==> src/rtl/norm_channel_scheduler.sv <==
// Round-robin sharing of one re/im normalization unit between NUM_CH channels.
// Buffers one pair per channel, tags issues with their channel and re-associates returns.
module norm_channel_scheduler #(
  parameter int unsigned NUM_CH   = 4,
  parameter int unsigned CH_W     = $clog2(NUM_CH),
  parameter int unsigned NORM_LAT = 8
) (
  input  logic                 clk,
  input  logic                 rst_n,
  input  logic [NUM_CH-1:0]    ch_valid,
  input  logic [32*NUM_CH-1:0] ch_re,
  input  logic [32*NUM_CH-1:0] ch_im,
  input  logic                 ovf_clr,
  output logic [31:0]          norm_re,
  output logic [31:0]          norm_im,
  output logic                 norm_en,
  input  logic [31:0]          norm_re_res,
  input  logic                 norm_re_res_en,
  input  logic [31:0]          norm_im_res,
  input  logic                 norm_im_res_en,
  output logic [31:0]          out_re,
  output logic [31:0]          out_im,
  output logic [CH_W-1:0]      out_ch,
  output logic                 out_valid,
  output logic [NUM_CH-1:0]    ovf,
  output logic                 sync_err,
  output logic                 busy
);

  localparam int unsigned FL_W = $clog2(NORM_LAT + 1);

  logic [31:0]       r_re_hold [NUM_CH];
  logic [31:0]       r_im_hold [NUM_CH];
  logic [NUM_CH-1:0] r_pend;
  logic [CH_W-1:0]   r_rr_ptr;
  logic [CH_W-1:0]   r_issue_ch;
  logic [NORM_LAT-1:0] r_tag_v;
  logic [CH_W-1:0]   r_tag_ch [NORM_LAT];
  logic [FL_W-1:0]   r_flush;

  logic              w_gnt_vld;
  logic [CH_W-1:0]   w_gnt_ch;
  logic [CH_W-1:0]   w_ptr_nxt;
  logic [NUM_CH-1:0] w_gnt_oh;
  logic [NUM_CH-1:0] w_keep;
  logic [NUM_CH-1:0] w_cap;
  logic [NUM_CH-1:0] w_ovf_set;
  logic              w_live;
  logic              w_sync_set;
  int                w_idx;

  // First pending channel at or above rr_ptr, with wrap; lowest offset wins.
  always_comb begin
    w_gnt_vld = 1'b0;
    w_gnt_ch  = '0;
    w_idx     = 0;
    for (int k = int'(NUM_CH) - 1; k >= 0; k--) begin
      w_idx = int'(r_rr_ptr) + k;
      if (w_idx >= int'(NUM_CH)) w_idx = w_idx - int'(NUM_CH);
      if (r_pend[CH_W'(w_idx)]) begin
        w_gnt_vld = 1'b1;
        w_gnt_ch  = CH_W'(w_idx);
      end
    end
  end

  assign w_ptr_nxt = (w_gnt_ch == CH_W'(NUM_CH - 1)) ? '0 : w_gnt_ch + CH_W'(1);
  assign w_gnt_oh  = w_gnt_vld ? (NUM_CH'(1) << w_gnt_ch) : '0;
  // A pair is kept (and a new arrival dropped) only if pending and not issued now.
  assign w_keep    = r_pend & ~w_gnt_oh;
  assign w_cap     = ch_valid & ~w_keep;
  assign w_ovf_set = ch_valid & w_keep;

  assign w_live     = (r_flush == '0);
  assign w_sync_set = w_live & ((norm_re_res_en != norm_im_res_en) ||
                                (norm_re_res_en != r_tag_v[NORM_LAT-1]));

  assign busy = (|r_pend) | (|r_tag_v) | norm_en;

  always_ff @(posedge clk or negedge rst_n) begin
    if (!rst_n) begin
      for (int i = 0; i < int'(NUM_CH); i++) begin
        r_re_hold[i] <= '0;
        r_im_hold[i] <= '0;
      end
      for (int i = 0; i < int'(NORM_LAT); i++) r_tag_ch[i] <= '0;
      r_pend     <= '0;
      r_rr_ptr   <= '0;
      r_issue_ch <= '0;
      r_tag_v    <= '0;
      r_flush    <= FL_W'(NORM_LAT);
      norm_re    <= '0;
      norm_im    <= '0;
      norm_en    <= 1'b0;
      out_re     <= '0;
      out_im     <= '0;
      out_ch     <= '0;
      out_valid  <= 1'b0;
      ovf        <= '0;
      sync_err   <= 1'b0;
    end else begin
      for (int i = 0; i < int'(NUM_CH); i++) begin
        if (w_cap[i]) begin
          r_re_hold[i] <= ch_re[32*i +: 32];
          r_im_hold[i] <= ch_im[32*i +: 32];
        end
      end
      r_pend <= ch_valid | w_keep;

      norm_en <= w_gnt_vld;
      if (w_gnt_vld) begin
        norm_re    <= r_re_hold[w_gnt_ch];
        norm_im    <= r_im_hold[w_gnt_ch];
        r_issue_ch <= w_gnt_ch;
        r_rr_ptr   <= w_ptr_nxt;
      end

      // Tag line mirrors the unit's fixed latency.
      r_tag_v     <= {r_tag_v[NORM_LAT-2:0], norm_en};
      r_tag_ch[0] <= r_issue_ch;
      for (int i = 1; i < int'(NORM_LAT); i++) r_tag_ch[i] <= r_tag_ch[i-1];

      if (!w_live) r_flush <= r_flush - FL_W'(1);

      out_valid <= w_live & norm_re_res_en;
      if (w_live && norm_re_res_en) begin
        out_re <= norm_re_res;
        out_im <= norm_im_res;
        out_ch <= r_tag_ch[NORM_LAT-1];
      end

      ovf      <= (ovf_clr ? '0 : ovf) | w_ovf_set;
      sync_err <= (sync_err & ~ovf_clr) | w_sync_set;
    end
  end

endmodule
==> config.mk <==
export PLATFORM = sky130hd
export DESIGN_NAME = norm_channel_scheduler
export DESIGN_NICKNAME = d
export VERILOG_FILES = /design/src/rtl/norm_channel_scheduler.sv
export SDC_FILE = /design/constraint.sdc
export NUM_CORES = 1
export LEC_CHECK = 0
export CORE_AREA = 2 2 193 195
export DETAILED_ROUTE_END_ITERATION = 8
export DIE_AREA = 0 0 195 197
export PLACE_DENSITY = 0.92
export SETUP_SLACK_MARGIN = 0.15
export SLEW_MARGIN = 20
export SYNTH_ARGS = -nofsm -noshare
export SYNTH_HDL_FRONTEND = slang
export SYNTH_SLANG_ARGS = --single-unit
==> constraint.sdc <==
create_clock -name clk -period 3.6 [get_ports clk]
set_clock_uncertainty 0.1 [all_clocks]
set_input_delay 0.36 -clock clk [delete_from_list [all_inputs] [get_ports clk]]
set_output_delay 0.36 -clock clk [all_outputs]
set_load 0.02 [all_outputs]
After elaboration in Yosys (flattened, before gate mapping)
Cells that the tools add are included.
W data, S select, Z words.

operators by class
  $add $sub $neg = 9
  $lt $le $gt $ge = 9
  eq/ne operators = 3
  shift operators = 1
  mux-type cells = 33
  bitwise operators = 15
  reductions and logical operators = 5

operators by type and width
  kind                   count
  $bmux W32 S2           2
  $mux W32               4
  $mux W2                9
  $lt A2 B4 Y1 const B   4
  $and A4 B4 Y4          3
  $ge A3 B3 Y1 const B   4
  $mux W1                12
  $bmux W1 S2            4
  $mux W4                2
  $not A4 Y4             2
  $or A4 B4 Y4           2
  $reduce_or A8 Y1       1
  $sub A2 B1 Y2 const B  4
  $add A2 B2 Y3 const B  2
  $logic_not A4 Y1       1
  $reduce_or A4 Y1       1
  $shl A1 B2 Y4 const A  1
  $sub A4 B1 Y4 const B  1
  $add A2 B1 Y3 const B  1
  $and A1 B1 Y1          3
  $ge A2 B3 Y1 const B   1
  $not A2 Y3             1
  $or A1 B1 Y1           3
  $add A2 B1 Y2 const B  1
  other kinds (5)        6

word-level totals
  register bits after elaboration = 429
  input bits = 329
  output and inout bits = 138
  logic and storage cells = 105

Longest topological paths before layout
Gate-level depths: netlist (run 1).

  word-level depth = 16
  depth in mapped cells = 11
  depth with buffers taken out = 7

Least setup slack after synthesis (run 1)
No wires, ideal clock.

  kind = register to register
  from = reg r_pend[1]
  to = reg r_im_hold[10] in the netlist's numbering
  setup time = 0.125 ns
  data arrival time = 2.688 ns
  required time = 3.375 ns
  path slack = 0.687 ns
  cell stages (with the launch flop) = 12
  buffers on the path = 4
  clock period less this slack = 2.913 ns
  path through = dfrtp_1 > buf_2 > or3b_1 > o221ai_2 > inv_2 > buf_2 > buf_1 > ha_1 > nand2b_1 > nand2_1 > clkbuf_1 > mux2_2

on the way
  word-level cells in the longest chain between the ends = 13
  elaborated cells between the ends (all ways) = 26
  classes of those cells = shift (1); mux (21); bitwise (4)

ends and longest elaborated chain
  element                                      line  text
  start: declaration                           34    logic [NUM_CH-1:0] r_pend;
  start signal: assignment                     108   r_pend <= ch_valid | w_keep;
  $bmux W1 S2                                  60    if (r_pend[CH_W'(w_idx)]) begin
  $mux W1 (implied by the code) (2 in series)  60
  $mux W2 (4 in series)                        60
  $shl A1 B2 Y4                                68    assign w_gnt_oh = w_gnt_vld ? (NUM_CH'(1) << w_gnt_ch) : '0;
  $mux W4 (*)                                  68
  $not A4 Y4 (*)                               70    assign w_keep = r_pend & ~w_gnt_oh;
  $and A4 B4 Y4 (*)                            70
  $not A4 Y4 (*)                               71    assign w_cap = ch_valid & ~w_keep;
  $and A4 B4 Y4 (*)                            71
  end signal: indexed assignment               105   r_im_hold[i] <= ch_im[32*i +: 32];
  end: declaration                             33    logic [31:0] r_im_hold [NUM_CH];

Every way passes the cells marked *; elsewhere a longest branch is shown, timed or not. The select of a mux whose other input is x is not followed.
A chain may end at the register's enable or synchronous reset.

Worst setup path after layout (run 1)
  from = reg r_rr_ptr[1]
  to = reg norm_im[20]

on the way
  word-level cells in the longest chain between the ends = 14
  elaborated cells between the ends (all ways) = 39
  classes of those cells = add/sub (7); order compare (4); mux (27); bitwise (1)

ends and longest elaborated chain
  element                                               line  text
  start: declaration                                    35    logic [CH_W-1:0] r_rr_ptr;
  start signal: assignment                              115   r_rr_ptr <= w_ptr_nxt;
  $add A2 B2 Y3                                         58    w_idx = int'(r_rr_ptr) + k;
  $ge A3 B3 Y1 / $sub A2 B1 Y2 (equally long branches)  59    if (w_idx >= int'(NUM_CH)) w_idx = w_idx - int'(NUM_CH);
  $mux W2                                               59
  $bmux W1 S2                                           60
  $mux W1 (implied by the code) (2 in series)           60
  $mux W2 (4 in series)                                 60
  $not A2 Y3 (implied by the code)                      113   norm_im <= r_im_hold[w_gnt_ch];
  $bmux W32 S2                                          113
  $mux W32 (implied by the code) (2 in series)          113
  end signal: assignment                                113
  end: declaration                                      15    output logic [31:0] norm_im,

Parallel ways exist; a longest one is shown, timed or not. The select of a mux whose other input is x is not followed.

==> flow_summary.toml, run 1 <==
[clock_tree]
clock_path_buffers = 3
post_cts_buffers = 0
cts_buffers = 46
clkLatencyLatePin_ns = 0.57
clk_pin_slew_ns = 0.06
cts_tree = "yes"
cts_sinks = 429
h-tree-depth = 2
cts-root-buf = "clkbuf_16"

[sta]
period_share = 0.8918
slew_headroom = 0.3715
setup_viol = 0
rsz0062_at_grt = "false"
drv_slew = 0
max_freq_ghz = 0.3115
whs_ns = 0.2493
tightest_slew_ns = 0.9428
layout_min_cycle_time_ns = 3.211
setup_tns_ns = 0
final_hold_viol_count = 0

[die]
die_x_microns = 195
die_y_microns = 197
start_util = 0.4838
row_count = 70
io_pins = 467
die_area_sq_mm = 0.03842
core_area_sq_mm = 0.03626

[logic_synthesis]
yosys.area.top_type = "dfrtp_1"
synth.area.top_cells = "dfrtp_1, mux2_2, mux2_1"
synth_nets = 1690
ys_types = 44
ys_ff_latch = 429
seq_area_frac_synth = 0.6121
syn_area_sq_mm = 0.01754
async_flop_share = 1.000
ys.warnings.count = 0
synth_edf_count = 0
synth.top_cell.area_share = 0.6106
syn_avg_cell_area_sq_um = 12.92
synthCells = 1358
synth-main-ff-cell = "dfrtp_1"

[drt]
drc_errors = 0
met1_length_microns = 19150
top_layer = "met5"
routed_wirelength_microns = 51250
met3_length_microns = 3773
post_drt_wl_per_cell_microns = 22.09
viasPerCell = 5.569
routed-wl-met2_microns = 26040
num_vias = 12920
drtIter0Drc = 682
antenna_left = 0
dr.pass1.iters = 4

[final_layout]
drive_gt1_frac = 0.1674
final_cell_mix = "clkdlybuf4s50_1, dfrtp_1, nand2_1"
nets = 2143
layout_commonest_cell = "clkdlybuf4s50_1"
syn2layout_area_growth_pct = 38.35

[setup_path]
cp.required_ns = 4.00
cp_max_fo = 68
cp.arrival_ns = 3.61
path_class = "register to register"
cp-end-kind = "register"
cp-start-kind = "register"

[place]
place_congestion = 0.8638
port_buffers = 466
hpwl_microns = 34060

[global_routing]
antenna_found_initial = 8
grt_start_max_net_pins = 111
grt_first_pass_wirelength_microns = 79030
grt_pass1_vias = 14050
overflow = 0
grt_use_total = 0.2664

[power_and_ir_drop]
p_leak_uw = 0.01056
ir_worst_vdd_v = 0.0006516
power_density_mw_per_mm2 = 955.1

[worst_hold_path]
hold_class = "register to register"

[run_status]
status = "finished clean"

[job]
cap_violations = 0
-- report_power, final --
group / switching, uW / internal [uW]
combinational: 5420 / 4700
clock: 1920 / 2810
sequential: 1270 / 7040
total: 8620 / 14600
-- final cells by class --
cell class | count | area [sq um]
flip-flops and latches | 429 | 10740
clock buffers | 71 | 1436
multi-input cells | 832 | 6371
fillers | 2460 | 11990
clock inverters | 12 | 100.1
diodes | 6 | 15.01
well taps | 468 | 585.6
repair buffers | 490 | 4977
inverters | 12 | 47.55
-- Yosys cell counts, drive strengths merged (2+ instances only) --
library cell and number:
dfrtp 428, mux2 322, nand2 271, nand3 125, o211a 62, buf 49, clkbuf 36, inv 12
a21boi 4, o21ai 4, a21o 3, a221o 3, ha 3, nor2 3, o2bb2ai 3, a21oi 2
a32o 2, and2 2, nand2b 2, nor3 2, nor4 2, o211ai 2, or3 2, xnor2 2
-- state kept, by name, summed over array words and instances (netlist names), 4 cells and up --
register	count
norm_im	32
norm_re	32
out_im	32
out_re	32
ovf	4
r_flush	4
r_im_hold	128
r_pend	4
r_re_hold	128
r_tag_ch	16
r_tag_v	8
-- what timing repair did --
action,CTS,global route
resized for setup,0,0
hold endpoints to repair,62,0
hold buffers,1,0
-- stage by stage --
step / util / power [uW] / cells / instance area (sq um) / setup WS (ns)
after floorplan: - / 14680 / 1358 / 17540 / 0.6870
after global placement: 0.6263 / 17770 / 2230 / 22710 / 0.6108
after detailed placement: 0.6263 / 18350 / 2230 / 22710 / 0.4858
after CTS: 0.6689 / 23290 / 2314 / 24250 / 0.4588
after global routing: 0.6693 / 24470 / 2319 / 24270 / 0.2504
final: 0.6693 / 23180 / 2320 / 24270 / 0.3895
-- per-layer routing --
layer | GRT usage | vias up
li1 | - | 5632
met1 | 0.3106 | 6570
met2 | 0.4575 | 568
met3 | 0.06691 | 148
met4 | 0.1374 | 2
met5 | 0 | -
-- worst max-delay path, stage by stage, from the launching register on --
cell      delay (ns)
dfrtp_1         0.52
or3b_1          0.47
o221ai_4        0.10
buf_4           0.64
buf_4           0.69
nand2_1         0.14
nand3_1         0.14
o211a_1         0.18
-- logic make-up after synthesis --
logic type               after synthesis  synth area share
buffers and inverters                 97           0.02860
AO/OA/AOI/OAI                         91           0.04893
AND/OR/NAND/NOR                      413            0.1000
XOR/XNOR                               2         0.0009988
flip-flops                           429            0.6121
adder cells (fa/ha/maj)                3          0.002140
multiplexers                         323            0.2073
-- path summary, 6_finish.rpt --
path,end,depth (start not counted),slack (ns),startpoint
min in group asynchronous,out_im[21]$_DFFE_PN0P_,2,0.27,rst_n
worst min register to register,r_tag_ch[3]$_DFF_PN0_,0,0.25,r_tag_ch[5]$_DFF_PN0_
worst max-delay path,norm_im[20]$_DFFE_PN0P_,7,0.39,r_rr_ptr[1]$_DFFE_PN0P_
worst min-delay path,r_tag_ch[3]$_DFF_PN0_,0,0.25,r_tag_ch[5]$_DFF_PN0_
max in group asynchronous,r_im_hold[54]$_DFFE_PN0P_,3,2.14,rst_n
worst max register to register,norm_im[20]$_DFFE_PN0P_,7,0.39,r_rr_ptr[1]$_DFFE_PN0P_
Power figures use the tool's default switching activity.
==> run 2: changes to the inputs <==
--- a/config.mk
+++ b/config.mk
@@ -5,10 +5,11 @@
 export SDC_FILE = /design/constraint.sdc
 export NUM_CORES = 1
 export LEC_CHECK = 0
-export CORE_AREA = 2 2 193 195
+export CORE_AREA = 2 2 182 184
 export DETAILED_ROUTE_END_ITERATION = 8
-export DIE_AREA = 0 0 195 197
-export PLACE_DENSITY = 0.92
+export DIE_AREA = 0 0 184 186
+export DONT_BUFFER_PORTS = 1
+export PLACE_DENSITY = 0.82
 export SETUP_SLACK_MARGIN = 0.15
 export SLEW_MARGIN = 20
 export SYNTH_ARGS = -nofsm -noshare
==> run 2 against run 1 <==
Net effect:
- the run now ends with negative hold slack left
- count of clock-buffer cells in the layout down 9
- die area decreased by 11%
- via count shrank 0.84%
- wire length increased by 5.6%
- highest routed layer unchanged
- register-to-register slack better by 0.38 ns
- design area fell by 6.6%
- critical endpoint is now r_re_hold[1]$_DFFE_PN0P_
==> flow_summary.toml, run 2 (synthesis results as in run 1) <==
[global_routing]
overflow = 0
grt_use_total = 0.3152
antenna_found_initial = 9
grt_start_max_net_pins = 430
grt_pass1_vias = 14080
grt_first_pass_wirelength_microns = 81320

[run_status]
violations = "negative hold slack"
status = "finished with violations"

[sta]
drv_slew = 0
period_share = 0.7874
setup_tns_ns = 0
whs_ns = -0.5898
tightest_slew_ns = 1.340
max_freq_ghz = 0.3528
slew_headroom = 0.1069
setup_viol = 0
final_hold_viol_count = 428
rsz0062_at_grt = "false"
layout_min_cycle_time_ns = 2.834

[job]
cap_violations = 0

[setup_path]
cp.required_ns = 3.94
path_class = "register to register"
cp-end-kind = "register"
cp.arrival_ns = 3.17
cp_max_fo = 35
startpoint = "r_rr_ptr[1]$_DFFE_PN0P_"
cp-start-kind = "register"
r2r_start = "r_rr_ptr[1]$_DFFE_PN0P_"

[clock_tree]
cts_resized = 0
clkLatencyLatePin_ns = 0.55
hold_buffers = 328
cts_tree = "yes"
cts_sinks = 429
cts-root-buf = "clkbuf_16"
clock_path_buffers = 3
h-tree-depth = 2
cts_buffers = 44
clk_pin_slew_ns = 0.07

[place]
port_buffers = 0
hpwl_microns = 27580
place_congestion = 0.8359
placed_area_sq_mm = 0.01785

[final_layout]
syn2layout_area_growth_pct = 29.27
seq_area_sq_mm = 0.01074
layout_commonest_cell = "dfrtp_1"
top_regs = "r_im_hold (128), r_re_hold (128)"
final_cell_mix = "dfrtp_1, dlygate4sd3_1, nand2_1"
nFillCells = 1903
drive_gt1_frac = 0.1747
nets = 1995
multi_input_area_sq_mm = 0.006371
finish.instance_area_sq_mm = 0.02268

[drt]
drtIter0Drc = 794
routed_wirelength_microns = 54120
num_vias = 12810
drc_errors = 0
post_drt_wl_per_cell_microns = 25.65
dr.pass1.iters = 7
antenna_left = 0
viasPerCell = 6.072

[die]
start_util = 0.5447
row_count = 66
core_area_sq_mm = 0.03221
io_pins = 467
die_x_microns = 184
die_y_microns = 186
die_area_sq_mm = 0.03422

[power_and_ir_drop]
power_density_mw_per_mm2 = 998.8
ir_worst_vdd_v = 0.0009573
totalPowerFinal_uw = 22650
p_leak_uw = 0.01003

[worst_hold_path]
hold_class = "primary input to async pin"
==> run 2: cell count changes in the layout (fill, tap and decap cells not counted), sizes merged, moves of 2 or more <==
cell           previous run  this run
diode                     6         8
clkinv                    6         8
bufinv                    1         5
dlygate4sd3               1       328
buf                      24        16
clkdlybuf4s50           465         0
clkinvlp                  3         1
clkbuf                   71        62
==> run 2: timing repair <==
item / in CTS / in global routing
setup endpoints to repair: 0 / 0
buffers inserted: 0 / 0
hold endpoints to repair: 758 / 429
==> run 2: routing by layer <==
| layer | up-vias | global-route usage | part of all wire |
|---|---|---|---|
| met2 | 781 | 0.5362 | 0.51 |
| met1 | 6479 | 0.3561 | 0.35 |
| met4 | 2 | 0.1904 | 0.054 |
| met3 | 221 | 0.08609 | 0.086 |
| li1 | 5328 | - | - |
| met5 | - | 0 | 0.00022 |
==> run 2: worst max-delay path: stages, from the launching register on <==
cell	delay (ns)
dfrtp_1	0.52
or3b_1	0.48
o221ai_4	0.12
inv_4	0.08
ha_1	0.19
nand2b_1	0.20
nand2_4	0.11
buf_4	0.46
mux2_2	0.43
==> run 2: path summary, 6_finish.rpt <==
path                       slack [ns]                  endpoint  cells after the start
max                              0.77  r_re_hold[1]$_DFFE_PN0P_                      8
min                             -0.59   norm_re[23]$_DFFE_PN0P_                      0
max reg2reg                      0.77  r_re_hold[1]$_DFFE_PN0P_                      8
min reg2reg                      0.25     r_tag_ch[0]$_DFF_PN0_                      0
max in group asynchronous        2.91   norm_re[31]$_DFFE_PN0P_                      0
min in group clk                 0.25     r_tag_ch[0]$_DFF_PN0_                      0
==> run 2: metrics by stage <==
step | cells | hold WS, ns | worst slack [ns] | utilization
floorplan | 1358 | -0.03559 | 0.6870 | -
global placement | 1697 | -0.02671 | 0.8764 | 0.5542
detailed placement | 1697 | -0.02746 | 0.8103 | 0.5542
CTS | 2102 | -0.6237 | 0.7746 | 0.7035
global route | 2108 | -0.6168 | 0.6092 | 0.7039
finish | 2110 | -0.5898 | 0.7655 | 0.7041
==> run 2: power by group <==
group | total [uW] | switching, uW | internal [uW]
sequential | 9180 | 2150 | 7030
clock | 4840 | 1950 | 2880
combinational | 8630 | 4830 | 3800
==> run 2: cell type report <==
cell class / instances / area share
antenna: 8 / 0.0008829
tap: 408 / 0.02251
sequential: 429 / 0.4735
timing repair buffer: 344 / 0.1528
inverter: 12 / 0.002097
clock inverter: 15 / 0.009877
clock buffer: 62 / 0.05733
multi-input combinational: 832 / 0.2810
